$ cat config.mk
export PLATFORM = sky130hd
export DESIGN_NAME = inst_seq_ctrl
export DESIGN_NICKNAME = d
export VERILOG_FILES = /design/src/rtl/inst_seq_pkg.sv /design/src/rtl/inst_seq_table.sv /design/src/rtl/inst_seq_ctrl.sv
export SDC_FILE = /design/constraint.sdc
export NUM_CORES = 1
export LEC_CHECK = 0
export ABC_AREA = 1
export CAP_MARGIN = 15
export CORE_ASPECT_RATIO = 0.9
export CORE_UTILIZATION = 40
export DETAILED_ROUTE_END_ITERATION = 6
export GPL_TIMING_DRIVEN = 0
export SYNTH_ARGS = -nofsm -noshare
export SYNTH_HDL_FRONTEND = slang
export SYNTH_HIERARCHICAL = 1
export SYNTH_SLANG_ARGS = --single-unit
$ cat constraint.sdc
create_clock -name clk -period 4 [get_ports clk]
set_clock_uncertainty 0.1 [all_clocks]
set_input_delay 0.4 -clock clk [delete_from_list [all_inputs] [get_ports clk]]
set_output_delay 0.4 -clock clk [all_outputs]
set_load 0.01 [all_outputs]
$ cat src/rtl/inst_seq_pkg.sv
// inst_seq_pkg: shared types and constants for the instruction sequencer.
//   state_t : sequencer FSM states
//   desc_t  : one descriptor table entry, DESC_W bits packed
//   SEL_*   : inst_gen format selector codes
package inst_seq_pkg;

  localparam int DESC_W = 42;

  typedef enum logic [1:0] {
    IDLE = 2'd0,
    RUN  = 2'd1,
    DONE = 2'd2
  } state_t;

  // Field order matches the wr_data packing, most significant first.
  typedef struct packed {
    logic [3:0]  inst_sel;
    logic [2:0]  func3;
    logic [4:0]  rs1;
    logic [4:0]  rs2;
    logic [4:0]  rd;
    logic [19:0] imm;
  } desc_t;

  localparam logic [3:0] SEL_R1 = 4'd1;
  localparam logic [3:0] SEL_R2 = 4'd2;
  localparam logic [3:0] SEL_I  = 4'd3;
  localparam logic [3:0] SEL_L  = 4'd4;
  localparam logic [3:0] SEL_S  = 4'd5;
  localparam logic [3:0] SEL_B  = 4'd6;
  localparam logic [3:0] SEL_U  = 4'd7;
  localparam logic [3:0] SEL_UJ = 4'd8;

endpackage

$ cat src/rtl/inst_seq_table.sv
// inst_seq_table: DEPTH x DESC_W descriptor store.
//   clk     : write clock
//   wr_en   : write strobe (already qualified by the caller)
//   wr_addr : write index
//   wr_data : descriptor to store
//   rd_addr : combinational read index
//   rd_data : descriptor at rd_addr
// Contents are intentionally not reset: the loaded program survives rst.
module inst_seq_table
  import inst_seq_pkg::*;
#(
  parameter int DEPTH = 16,
  parameter int AW    = 4
) (
  input  logic          clk,
  input  logic          wr_en,
  input  logic [AW-1:0] wr_addr,
  input  desc_t         wr_data,
  input  logic [AW-1:0] rd_addr,
  output desc_t         rd_data
);

  desc_t mem [DEPTH];

  // Synchronous write port.
  always_ff @(posedge clk) begin
    if (wr_en) begin
      mem[wr_addr] <= wr_data;
    end
  end

  assign rd_data = mem[rd_addr];

endmodule

$ cat src/rtl/inst_seq_ctrl.sv
// inst_seq_ctrl: issues a scripted instruction stream from a descriptor
// table into inst_gen under a valid/ready handshake.
//   clk, rst          : clock, synchronous active-high reset
//   wr_en/addr/data   : table load port (ignored while busy)
//   start, len, loop  : run control, len/loop latched on start
//   abort             : stop the run without a done pulse
//   cpu_ready         : consumer accepts the current inst
//   inst_sel..immuj   : field outputs to inst_gen (table entry at nxt)
//   inst_valid        : inst_gen.inst holds an issued entry
//   busy, done        : RUN state, one-cycle completion pulse
//   issue_cnt         : saturating count of accepted instructions
module inst_seq_ctrl
  import inst_seq_pkg::*;
#(
  parameter int DEPTH = 16,
  parameter int AW    = 4
) (
  input  logic          clk,
  input  logic          rst,
  input  logic          wr_en,
  input  logic [AW-1:0] wr_addr,
  input  logic [41:0]   wr_data,
  input  logic          start,
  input  logic [AW:0]   len,
  input  logic          loop,
  input  logic          abort,
  input  logic          cpu_ready,
  output logic [3:0]    inst_sel,
  output logic [2:0]    func3,
  output logic [4:0]    rs1,
  output logic [4:0]    rs2,
  output logic [4:0]    rd,
  output logic [11:0]   immi,
  output logic [11:0]   imms,
  output logic [11:0]   immb,
  output logic [19:0]   immu,
  output logic [19:0]   immuj,
  output logic          inst_valid,
  output logic          busy,
  output logic          done,
  output logic [15:0]   issue_cnt
);

  localparam int unsigned LW = AW + 1;
  localparam logic [AW:0] DEPTH_L = LW'(DEPTH);

  state_t        state, state_nxt;
  logic [AW-1:0] cur, nxt;
  logic [AW:0]   len_q, len_clamp;
  logic          loop_q;
  logic          valid_nxt;
  logic          fire, last;
  desc_t         rd_desc, field;

  assign len_clamp = (len > DEPTH_L) ? DEPTH_L : len;
  assign fire      = inst_valid & cpu_ready;
  assign last      = ({1'b0, cur} == (len_q - {{AW{1'b0}}, 1'b1}));

  inst_seq_table #(.DEPTH(DEPTH), .AW(AW)) u_table (
    .clk     (clk),
    .wr_en   (wr_en & (state != RUN)),
    .wr_addr (wr_addr),
    .wr_data (wr_data),
    .rd_addr (nxt),
    .rd_data (rd_desc)
  );

  // Next-state, next-index and next-valid decode.
  always_comb begin
    state_nxt = state;
    nxt       = cur;
    valid_nxt = 1'b0;
    case (state)
      IDLE: begin
        if (start) begin
          nxt = '0;
          if (len_clamp != '0) begin
            state_nxt = RUN;
            valid_nxt = 1'b1;
          end else begin
            state_nxt = DONE;
          end
        end else begin
          state_nxt = IDLE;
        end
      end
      RUN: begin
        valid_nxt = 1'b1;
        if (fire) begin
          if (last) begin
            if (loop_q) begin
              nxt = '0;
            end else begin
              // Final entry accepted: cur holds, valid drops.
              valid_nxt = 1'b0;
              state_nxt = DONE;
            end
          end else begin
            nxt = cur + 1'b1;
          end
        end else begin
          nxt = cur;
        end
        // Abort wins over a simultaneous fire (which is still counted).
        if (abort) begin
          state_nxt = IDLE;
          valid_nxt = 1'b0;
        end else begin
          valid_nxt = valid_nxt;
        end
      end
      DONE: begin
        state_nxt = IDLE;
      end
      default: begin
        state_nxt = IDLE;
      end
    endcase
  end

  // Fields present the entry inst_gen will latch only when it will be valid.
  always_comb begin
    if (valid_nxt && !rst) begin
      field = rd_desc;
    end else begin
      field = '0;
    end
  end

  // State, index, run parameters and valid register.
  always_ff @(posedge clk) begin
    if (rst) begin
      state      <= IDLE;
      cur        <= '0;
      len_q      <= '0;
      loop_q     <= 1'b0;
      inst_valid <= 1'b0;
    end else begin
      state      <= state_nxt;
      cur        <= nxt;
      inst_valid <= valid_nxt;
      if (state == IDLE && start) begin
        len_q  <= len_clamp;
        loop_q <= loop;
      end
    end
  end

  // Accepted-instruction counter, saturating.
  always_ff @(posedge clk) begin
    if (rst) begin
      issue_cnt <= 16'd0;
    end else if (state == IDLE && start) begin
      issue_cnt <= 16'd0;
    end else if (fire && issue_cnt != 16'hFFFF) begin
      issue_cnt <= issue_cnt + 16'd1;
    end
  end

  assign busy     = (state == RUN);
  assign done     = (state == DONE);
  assign inst_sel = field.inst_sel;
  assign func3    = field.func3;
  assign rs1      = field.rs1;
  assign rs2      = field.rs2;
  assign rd       = field.rd;
  assign immi     = field.imm[11:0];
  assign imms     = field.imm[11:0];
  assign immb     = field.imm[11:0];
  assign immu     = field.imm;
  assign immuj    = field.imm;

endmodule

==> impl_results.md, run 1 <==
* Status: complete, but fails checks
* Failing checks: setup timing
* Initial Util at 40.7%
* Top-Level Pins at 175
* Critical Setup Path Class: flip-flop to primary output
* Final hold slack at 0.318 ns
* Final core occ at 52.0%
* IO Port Bufs at 173
* WP data arrival at 3.62 ns
* NumNets Final at 3511
* DRT Pass-1 Iters at 6
* Reg2reg end: u_table/mem[12][23]
* Maximum clock frequency at 243 MHz
* Max-cap violations at 0
* Die height at 267 µm
* Synth Warn # at 6
* CTS tree: done
* Inserted Clock Buffers at 74
* Worst setup margin at -0.116 ns
* Minimum clock period at 4.12 ns
* Storage cell area at 20800 µm²
* Setup violators final at 63
* Total die area at 79000 µm²
* Critical path required time at 3.50 ns
* GRT Util Overall at 22.1%
* Core Region at 76600 µm²
* Syn nets at 3200
* Number of antenna-violating nets in the routed design at 0
* Post-Syn Area at 31200 µm²
* Register bit total from synthesis at 701
* Routed len/inst at 19.7 µm
* Top routing layer used: met4
* Met1 wire length at 38300 µm
* Die X at 296 µm
* DRT Wirelength at 89400 µm
* Reg2Reg Depth at 5
* Met3 WL at 7010 µm
* Slew Limit Fails at 0
* Cell area after layout at 39800 µm²
* RSZ-0062 raised after global routing: yes
* Reg2reg start: state[1]
* Layout overhead on the synthesized area at 27.8%
* Sink Count at 701
* Filler Cells Inserted at 6583
* Clk pin slew, worst setup/hold paths at 0.06 ns
* Vias per cell at 4.95
* Synth cell types at 38
* Layout cells sized above 1 at 22.3%
* Overflow after GRT at 0
* Flop-to-flop setup slack at 1.20 ns
* Slew HR at 40.4%
* Crit share post-route at 103%
* N_diodes at 0
* Largest net degree at the start of global routing at 28
* Leakage at 17.0 nW
* Worst min-delay path class: primary input to flip-flop
* Area of the multi-input gates at 8430 µm²
* DR vias at 22422
* Critical Path Start Type: flip-flop
* Clock Tree Root: clkbuf_16
* Min-Delay Path Depth at 3
* Syn Inst Count at 3139
* Post-synthesis sequential area ratio at 66.6%
* Final Non-Filler Cells at 4530
* Skew-Pair Late Insertion Delay at 0.60 ns
* Clk buf depth at 3
* Number of global-route vias before repair at 20391
* Met2 WL at 41600 µm
* Share of the synthesized area in the top cell type at 64.8%
* RePlAce Congestion at 0.824
* Drt drc at 0
* Worst Tran Pin Value at 0.892 ns
* Site Rows at 96
* Mean Syn Cell Area at 9.93 µm²
* Hold Violations, Final at 0
* DP HPWL at 55900 µm
* Commonest non-fill, non-tap cells in the layout: 873 x nand2_1, 672 x edfxtp_1, 560 x inv_1
* DP Area at 34700 µm²
* Synth top area cells: edfxtp_1 65%, nand2_1 12%, nand3_1 8.4%
* Placed cells at 4361
* Hold Crit Endpoint: len_q[2]
* CP Max Fanout at 7
* Initial antenna violation count at 0
* Initial DRC Count at 2154
* Hold path startpoint: len[2]
* Peak VDD IR at 296 µV
* Global-route wire length before repair at 128000 µm
* Htree depth at 3
* CP endpoint kind: primary output
* P per Cell Area at 400 nW/µm²
* Commonest non-fill, non-tap cell in the layout: nand2_1
* Post-synth top area cell: edfxtp_1
layout make-up:
class / instances / area share (%)
plain buffers: 193 / 5.32
clock inverters: 37 / 0.612
flip-flops and latches: 701 / 52.1
multi-input cells: 1644 / 21.2
well taps: 1029 / 3.23
repair buffers: 243 / 6.81
clock buffers: 90 / 5.09
inverters: 593 / 5.65
stage by stage:
stage                     worst slack [ns]  setup TNS, ns  power [W]
after global placement               -1.72       -1127.17    0.00931
after floorplan                      0.582              0    0.00881
final                               -0.116          -3.15     0.0159
after detailed placement             -1.26        -100.85    0.00934
after global routing                -0.293         -18.58     0.0164
after CTS                           -0.175          -6.15     0.0159
logic make-up after synthesis:
logic type | after synthesis | synth area share, %
and+or+nand+nor | 1593 | 21.6
buffers and inverters | 794 | 10.7
DFF | 701 | 66.6
AOI/OAI and AO/OA | 43 | 0.787
xor gates and xnor gates | 5 | 0.141
adders and majority gates | 3 | 0.120
routing by layer:
layer | up-vias | GRT usage, %
met3 | 159 | 3.77
met4 | 0 | 6.09
met2 | 885 | 35.2
li1 | 10651 | -
met5 | - | 0
met1 | 10727 | 30.9
flip-flops by register name, summed over array words and instances (netlist names):
signal and cells:
issue_cnt 16, cur 4, u_table/mem 672, len_q 5, inst_valid 1, loop_q 1
state 2
critical path, cell delays in order (launching register included):
cell,delay (ns)
dfxtp_2,0.35
inv_2,0.06
ha_4,0.25
nand2_2,0.07
inv_2,0.04
nor2_4,0.08
nand3_2,0.09
nor2_4,0.10
nand3_2,0.10
nand3_2,0.09
nand3_4,0.11
nand2_8,0.18
clkinv_8,0.09
buf_12,0.15
buf_12,0.15
buf_8,0.14
nand2_2,0.06
nand3_2,0.06
nand3_2,0.08
nand3_2,0.12
nand2_1,0.10
inv_2,0.04
nor2_4,0.17
buf_6,0.13
buf_6,0.08
buf_6,0.08
how the worst max path moves through the flow:
stage / start / to / slack, ns / cells after the start
finish: len_q[0] / immu[4] / -0.12 / 25
global route: len_q[0] / imms[4] / -0.29 / 25
CTS: len_q[1] / immuj[18] / -0.18 / 25
detailed placement: len_q[0] / immi[10] / -1.26 / 24
global placement: wr_en / u_table/mem[15][21] / -1.72 / 5
floorplan: len_q[0] / immi[10] / 0.58 / 23
power breakdown:
group / switching, W / internal, W
Clock: 0.00279 / 0.00377
Sequential: 0.0000205 / 0.00813
Combinational: 0.000757 / 0.000482
Total: 0.00356 / 0.0124
what timing repair did:
action | 4_1_cts | 5_1_grt
endpoints found under the setup margin | 98 | 98
gates cloned | 2 | 13
hold endpoints to repair | 7 | 0
hold buffers | 1 | 0
gates resized for setup | 617 | 494
pin swaps | 50 | 127
buffers inserted | 8 | 26
cells in the mapped netlist:
library cell and number:
nand2_1 959, edfxtp_1 672, inv_1 587, nand3_1 525, nor2_1 73, buf_2 68, buf_4 58, clkbuf_1 57
dfxtp_1 29, a21oi_1 22, nor2_2 18, buf_1 13, o21ai_0 11, inv_2 5, nand4_1 4, nor3_1 4
ha_1 3, xor2_1 3, buf_12 2, buf_6 2, nand2_2 2, nand3b_1 2, o21a_1 2, o22ai_1 2
o32ai_1 2, xnor2_1 2, a211oi_1 1, a31o_2 1, clkbuf_8 1, clkinv_1 1, nand2_4 1, nand3_2 1
nor3_2 1, nor3b_1 1, nor4_1 1, o211a_1 1, o21ai_2 1, or2_2 1
(Power assumes the default switching activity.)
==> run 2: changes to the inputs <==
--- a/config.mk
+++ b/config.mk
@@ -8,7 +8,7 @@
 export ABC_AREA = 1
 export CAP_MARGIN = 15
 export CORE_ASPECT_RATIO = 0.9
-export CORE_UTILIZATION = 40
+export CORE_UTILIZATION = 31
 export DETAILED_ROUTE_END_ITERATION = 6
 export GPL_TIMING_DRIVEN = 0
 export SYNTH_ARGS = -nofsm -noshare
==> impl_results.md, run 2 (synthesis results as in run 1) <==
* Clk pin slew, worst setup/hold paths at 0.06 ns
* Worst setup margin at -0.180 ns
* DRT Wirelength at 93800 µm
* CTS tree: done
* Peak VDD IR at 265 µV
* Htree depth at 3
* Maximum clock frequency at 239 MHz
* Worst min-delay path class: primary input to flip-flop
* DP HPWL at 57900 µm
* Initial antenna violation count at 2
* Die X at 336 µm
* Largest Register: u_table/mem
* Final Non-Filler Cells at 4849
* Cell area after layout at 40300 µm²
* Site Rows at 109
* Overflow after GRT at 0
* Pre-CTS WS at -1.32 ns
* Top routing layer used: met5
* Routed len/inst at 19.3 µm
* Number of antenna-violating nets in the routed design at 0
* Met2 WL at 44000 µm
* Clk buf depth at 3
* Top-Level Pins at 175
* CP Max Fanout at 10
* Setup violators final at 75
* DRT Pass-1 Iters at 5
* Initial DRC Count at 2060
* Critical Setup Path Class: flip-flop to primary output
* Number of global-route vias before repair at 20726
* Biggest regs: u_table/mem: 672 flops, issue_cnt: 16 flops, len_q: 5 flops
* Clock Tree Root: clkbuf_16
* Failing checks: setup timing
* Global-route wire length before repair at 131000 µm
* WP data arrival at 3.68 ns
* Reg2Reg Depth at 5
* Commonest non-fill, non-tap cell in the layout: nand2_1
* Slew Limit Fails at 0
* Layout overhead on the synthesized area at 29.3%
* RePlAce Congestion at 0.816
* Inserted Clock Buffers at 74
* Final setup TNS at -5.54 ns
* GRT Util Overall at 17.4%
* Commonest non-fill, non-tap cells in the layout: 889 x nand2_1, 672 x edfxtp_1, 564 x inv_1
* Min-Delay Path Depth at 3
* Critical Path Start Type: flip-flop
* Met1 wire length at 39900 µm
* NumNets Final at 3523
* Largest net degree at the start of global routing at 25
* DR vias at 22790
* Worst Tran Pin Value at 1.02 ns
* Total die area at 102000 µm²
* Core Region at 98900 µm²
* Vias per cell at 4.70
* Hold Violations, Final at 0
* Final hold slack at 0.307 ns
* IO Port Bufs at 173
* DP Area at 35100 µm²
* Met3 WL at 7550 µm
* Die height at 303 µm
* Placed cells at 4663
* Status: complete, but fails checks
* Filler Cells Inserted at 9217
* Max reg flops at 672
* RSZ-0062 raised after global routing: yes
* Skew-Pair Late Insertion Delay at 0.61 ns
* Crit share post-route at 104%
* Leakage at 17.0 nW
* Drt drc at 0
* Minimum clock period at 4.18 ns
* Layout cells sized above 1 at 21.4%
* Sink Count at 701
* Critical path required time at 3.50 ns
* Slew HR at 32.0%
* P per Cell Area at 396 nW/µm²
* Initial Util at 31.5%
* CP endpoint kind: primary output
* Max-cap violations at 0
==> run 2: critical path, cell delays in order (launching register included) <==
cell	delay, ns
dfxtp_2	0.33
inv_2	0.06
ha_4	0.25
nand2_2	0.07
inv_2	0.04
nor2_4	0.08
nand3_2	0.07
nor2_2	0.14
nand3_2	0.11
nand3_2	0.09
nand3_4	0.10
nand2_8	0.18
clkinv_8	0.09
buf_12	0.15
buf_4	0.14
buf_8	0.14
nand2_1	0.06
nand3_1	0.06
nand3_1	0.11
nand3_2	0.13
nand2_2	0.12
inv_2	0.05
nor2_4	0.16
buf_6	0.11
buf_4	0.08
buf_4	0.10
==> run 2: repair_timing <==
action,in CTS,in global routing
pin swaps,47,90
setup endpoints to repair,98,98
buffers inserted,8,34
hold buffers,1,0
resized for setup,583,493
gates cloned,1,15
hold endpoints to repair,7,0
==> run 2: where the power goes <==
group,switching [W],internal (W)
Combinational,0.000769,0.000498
Clock,0.00287,0.00366
Sequential,0.0000210,0.00813
Total,0.00366,0.0123
==> run 2: path summary, 6_finish.rpt <==
path / startpoint / endpoint / slack (ns)
max: len_q[1] / immi[0] / -0.18
min: len[2] / len_q[2] / 0.31
max reg2reg: state[1] / u_table/mem[5][19] / 1.02
min reg2reg: issue_cnt[14] / issue_cnt[14] / 0.41
==> run 2: per-layer routing <==
metal | GRT usage [%] | vias up
met5 | 0 | -
met3 | 2.43 | 160
met4 | 5.40 | 2
met2 | 28.1 | 963
met1 | 24.3 | 10990
li1 | - | 10675
==> run 2: final cells by class <==
class                      count  area [µm²]  area share, %
clock buffer                  90        1980           4.90
tap                         1332        1670           4.14
inverter                     593        2250           5.58
antenna                        2        5.00         0.0124
timing repair buffer         251        2810           6.97
sequential                   701       20800           51.5
clock inverter                39         278          0.690
buffer                       197        2270           5.65
multi-input combinational   1644        8260           20.5
==> run 2: per-stage QoR <==
step	utilization, %	total power, W
after floorplan	-	0.00881
after global placement	35.0	0.00932
after detailed placement	35.5	0.00935
after CTS	38.9	0.0159
after global routing	40.7	0.0164
final	40.7	0.0159
